### config.mk
export PLATFORM = sky130hd
export DESIGN_NAME = mini_intc
export DESIGN_NICKNAME = d
export VERILOG_FILES = /design/src/rtl/mini_intc.sv
export SDC_FILE = /design/constraint.sdc
export NUM_CORES = 1
export LEC_CHECK = 0
export CORE_MARGIN = 2
export CORE_UTILIZATION = 38
export CTS_CLUSTER_DIAMETER = 200
export CTS_CLUSTER_SIZE = 28
export DETAILED_ROUTE_END_ITERATION = 10
export GPL_TIMING_DRIVEN = 1
export MAX_ROUTING_LAYER = met4
export PLACE_DENSITY = 0.69
export SLEW_MARGIN = 20
export SYNTH_ARGS = -nofsm -noshare
export SYNTH_HDL_FRONTEND = slang
export SYNTH_SLANG_ARGS = --single-unit
export TNS_END_PERCENT = 1
### constraint.sdc
create_clock -name i_clk -period 1 [get_ports i_clk]
set_input_delay 0.3 -clock i_clk [delete_from_list [all_inputs] [get_ports i_clk]]
set_output_delay 0.3 -clock i_clk [all_outputs]
set_load 0.03 [all_outputs]
### src/rtl/mini_intc.sv
// Pulse-driven interrupt controller: per-source edge capture and pending bits,
// mask, fixed lowest-index priority and an irq/ack handshake to the host.
// Optional sticky overrun flags are built when MINI_INTC_OVERRUN_EN is defined.

module mini_intc_src (
  input  logic i_clk,
  input  logic i_reset,
  input  logic i_irq,
  input  logic i_clr,
`ifdef MINI_INTC_OVERRUN_EN
  input  logic i_ovr_clr,
  output logic o_ovr,
`endif
  output logic o_pend
);
  logic r_prev, r_pend, w_edge;

  assign w_edge = i_irq & ~r_prev;
  assign o_pend = r_pend;

  // a same-cycle edge beats the ack clear so no request is lost
  always_ff @(posedge i_clk) begin
    if (i_reset) begin
      r_prev <= 1'b0;
      r_pend <= 1'b0;
    end else begin
      r_prev <= i_irq;
      r_pend <= w_edge | (r_pend & ~i_clr);
    end
  end

`ifdef MINI_INTC_OVERRUN_EN
  logic r_ovr;
  assign o_ovr = r_ovr;
  always_ff @(posedge i_clk) begin
    if (i_reset) r_ovr <= 1'b0;
    else         r_ovr <= (w_edge & r_pend) | (r_ovr & ~i_ovr_clr);
  end
`endif
endmodule

module mini_intc #(
  parameter int NUM_SRC = 4,
  parameter int ID_W    = 3
) (
  input  logic               i_clk,
  input  logic               i_reset,
  input  logic [NUM_SRC-1:0] i_irq_in,
  input  logic               i_mask_we,
  input  logic [NUM_SRC-1:0] i_mask_wdata,
  input  logic               i_ack,
`ifdef MINI_INTC_OVERRUN_EN
  input  logic               i_overrun_clr,
  output logic [NUM_SRC-1:0] o_overrun,
`endif
  output logic               o_irq_out,
  output logic [ID_W-1:0]    o_irq_id,
  output logic [NUM_SRC-1:0] o_pending,
  output logic [NUM_SRC-1:0] o_mask
);
  typedef enum logic [1:0] {IDLE, ASSERT, GAP} state_t;

  state_t             r_state, w_state_nxt;
  logic [ID_W-1:0]    r_id, w_id_nxt, w_sel;
  logic [NUM_SRC-1:0] r_mask, w_pend, w_elig, w_clr;
  logic               w_take;

  assign w_take = (r_state == ASSERT) & i_ack;
  assign w_elig = w_pend & ~r_mask;

  for (genvar g = 0; g < NUM_SRC; g++) begin : g_src
    assign w_clr[g] = w_take & (r_id == ID_W'(g));
    mini_intc_src u_src (
      .i_clk    (i_clk),
      .i_reset  (i_reset),
      .i_irq    (i_irq_in[g]),
      .i_clr    (w_clr[g]),
`ifdef MINI_INTC_OVERRUN_EN
      .i_ovr_clr(i_overrun_clr),
      .o_ovr    (o_overrun[g]),
`endif
      .o_pend   (w_pend[g])
    );
  end

  // scan high to low so the lowest eligible index is the one left in w_sel
  always_comb begin
    w_sel = '0;
    for (int i = NUM_SRC-1; i >= 0; i--)
      if (w_elig[i]) w_sel = ID_W'(i);
  end

  always_comb begin
    w_state_nxt = r_state;
    w_id_nxt    = r_id;
    unique case (r_state)
      IDLE:    if (|w_elig) begin
                 w_state_nxt = ASSERT;
                 w_id_nxt    = w_sel;
               end
      ASSERT:  if (i_ack) w_state_nxt = GAP;
      GAP:     w_state_nxt = IDLE;
      default: w_state_nxt = IDLE;
    endcase
  end

  always_ff @(posedge i_clk) begin
    if (i_reset) begin
      r_state <= IDLE;
      r_id    <= '0;
      r_mask  <= '0;
    end else begin
      r_state <= w_state_nxt;
      r_id    <= w_id_nxt;
      if (i_mask_we) r_mask <= i_mask_wdata;
    end
  end

  assign o_irq_out = (r_state == ASSERT);
  assign o_irq_id  = r_id;
  assign o_pending = w_pend;
  assign o_mask    = r_mask;
endmodule

==> results by group <==
Drt
  • Via Count: 572
  • Drt wl/cell: 11.5 um
  • Routed WL: 1410 um
  • Drt drc: 0
  • DRT iter0 DRCs: 20
  • Via density: 4.69
  • Drt pass-1 iters: 4
  • Number of routed nets with antenna violations: 0

Final layout
  • Most frequent cells in the layout: buf_6 (12), clkdlybuf4s50_1 (10), buf_4 (8), dfxtp_2 (7)
  • Area growth syn-to-layout: 50.2%
  • Ant. Diodes: 0
  • Multi-input gate area: 313 um^2
  • Final Net Count: 111
  • Cell area after layout: 0.00103 mm^2
  • Fill cells: 148
  • Seq. cell area: 344 um^2
  • Most common cell after layout, fill and taps aside: buf_6
  • Share of cells above drive strength 1: 41.2%

Synthesis
  • Top post-synthesis cells by area: dfxtp_1 (47%), mux2i_1 (5.9%), buf_4 (5.5%)
  • Mean post-synth cell area: 9.76 um^2
  • Part of the Yosys area used for sequential elements: 46.9%
  • Number of synthesized register bits: 16
  • Top cell type by total area after synthesis: dfxtp_1
  • Syn. warnings: 0
  • Synth top area share: 46.9%
  • Post-synth cell types: 25
  • Cell area after synthesis: 683 um^2
  • Syn_nets: 82
  • Cells after Synth: 70

Timing
  • Final hold viol count: 0
  • Max-slew violations: 0
  • RSZ-0062 raised after global routing: yes
  • Setup violators final: 17
  • Final period utilization: 127%
  • Max Clk Rate: 0.786 GHz
  • Setup ws final: -272 ps
  • Setup TNS: -1480 ps
  • Final min period: 1270 ps
  • Worst clock skew: 5.77 ps

GRT
  • Global-route wire length before repair: 2210 um
  • Initial antenna violation count: 0
  • Vias in the first global route: 546
  • GRT overflow: 0
  • GRT Total Usage: 15.1%
  • Largest net degree at the start of global routing: 9

Power and ir drop
  • Design Power: 1490 uW
  • VDD IR-drop max: 0.00103 V
  • Leak Pwr: 0.000440 uW
  • Pwr dens: 1460 mW/mm^2

Place
  • DP Worst Slack: -355 ps
  • Routability cong.: 0.889
  • Placed instance area: 926 um^2
  • Port bufs: 22
  • Dpl hpwl: 1070 um

Clock tree
  • CTS tree: yes
  • # hold bufs at CTS: 0
  • Clk root buf: clkbuf_4
  • Worst skew pair latency: 280 ps
  • CTS max path bufs: 2
  • Clock edge transition at the registers on the reported setup and hold paths: 90 ps
  • Clock sink count: 16
  • CTS buffer count: 3
  • CTS H-Tree Depth: 1

Critical path
  • Crit-path max FO: 2
  • Setup crit start kind: flip-flop
  • Required time of the critical path: 700 ps
  • Worst flop-to-flop path startpoint: r_state[0]
  • Crit path from: r_state[1]
  • End of the worst register-to-register path: g_src[0].u_src.o_pend
  • R2R Setup Slk: -80 ps
  • Critical Setup Path Class: reg2out
  • Nature of the critical path endpoint: primary output
  • Reg2Reg Depth: 5
  • CP arrival: 970 ps
  • Critical Path End: o_irq_out

Floorplanning
  • Chip height: 46.4 um
  • Die Footprint: 0.00215 mm^2
  • Row count: 15
  • # IOs: 24
  • Die W: 46.4 um
  • Starting Density: 40.0%
  • Core ar.: 0.00171 mm^2

Run status
  • Status: complete, but fails checks
  • Violated checks: negative setup slack

Min path
  • Worst min path class: in2reg

Job
  • Max-cap violations: 0
## worst min path at each step
stage | start | to | slack [ps] | depth (start not counted)
finish | i_mask_we | o_mask[1] | 450 | 3
global route | i_mask_we | o_mask[1] | 450 | 3
CTS | g_src[2].u_src.r_prev | g_src[2].u_src.o_pend | 490 | 2
detailed placement | g_src[2].u_src.r_prev | g_src[2].u_src.o_pend | 470 | 2
global placement | g_src[0].u_src.r_prev | g_src[0].u_src.o_pend | 470 | 2
floorplan | i_reset | o_irq_id[0] | 370 | 1
## metal layers
layer / routed length (um) / track usage, % / up-vias
li1: - / - / 285
met1: 611 / 17.1 / 265
met2: 711 / 23.3 / 20
met3: 70 / 5.88 / 2
met4: 15 / 6.86 / 0
met5: 0 / - / -
## cells in the mapped netlist
library cell and number:
o21ai_0 5, nand2_1 3, nand2b_1 5, o21ai_1 1, conb_1 1, nand4b_1 1, and2b_1 1, clkbuf_1 1
nand4bb_1 1, nor2b_1 5, buf_4 5, a31oi_1 1, nor2_4 1, a211o_1 1, inv_1 2, a21oi_1 4
mux2i_1 4, nor2_1 5, dfxtp_1 16, buf_2 1, and2b_2 1, a221oi_2 1, nand2b_4 2, o2bb2ai_1 1
a221oi_1 1
## cells by family after synthesis
group | after synthesis | share of synthesized area (%)
buffers and inverters | 9 | 7.88
other | 1 | 0.549
and+or+nand+nor | 25 | 24.5
DFF | 16 | 46.9
muxes | 4 | 5.86
AOI/OAI and AO/OA | 15 | 14.3
## metrics by stage
step	utilization (%)	std cells	hold WS [ps]
finish	60.1	122	448
global route	60.1	122	455
CTS	59.2	122	485
detailed placement	54.2	118	473
global placement	54.2	118	471
floorplan	-	70	366
## state kept, by name, summed over array words and instances (netlist names)
| signal | count |
|---|---|
| g_src.u_src.o_pend | 4 |
| g_src.u_src.r_prev | 4 |
| o_mask | 4 |
| o_irq_id | 2 |
| r_state | 2 |
## cell type report
| type | instances | area share (%) |
|---|---|---|
| clock buffer | 3 | 2.20 |
| inverter | 2 | 0.732 |
| multi-input combinational | 45 | 30.5 |
| sequential | 16 | 33.5 |
| tap | 25 | 3.05 |
| timing repair buffer | 31 | 30.0 |
## power by group
group	internal (uW)	leakage (uW)	switching [uW]
clock network	140	0.0000138	188
logic	226	0.000288	206
registers	693	0.000138	41.6
total	1060	0.000440	436
## critical path, cell delays in order, from the launching register on
cell and delay (ps):
dfxtp_2 330, and2b_2 220, buf_6 140
## timing repair
action	in CTS	in global routing
gates resized for setup	25	5
endpoints found under the setup margin	17	20
buffers inserted	1	0
pin swaps	2	2
(Power assumes the default switching activity.)
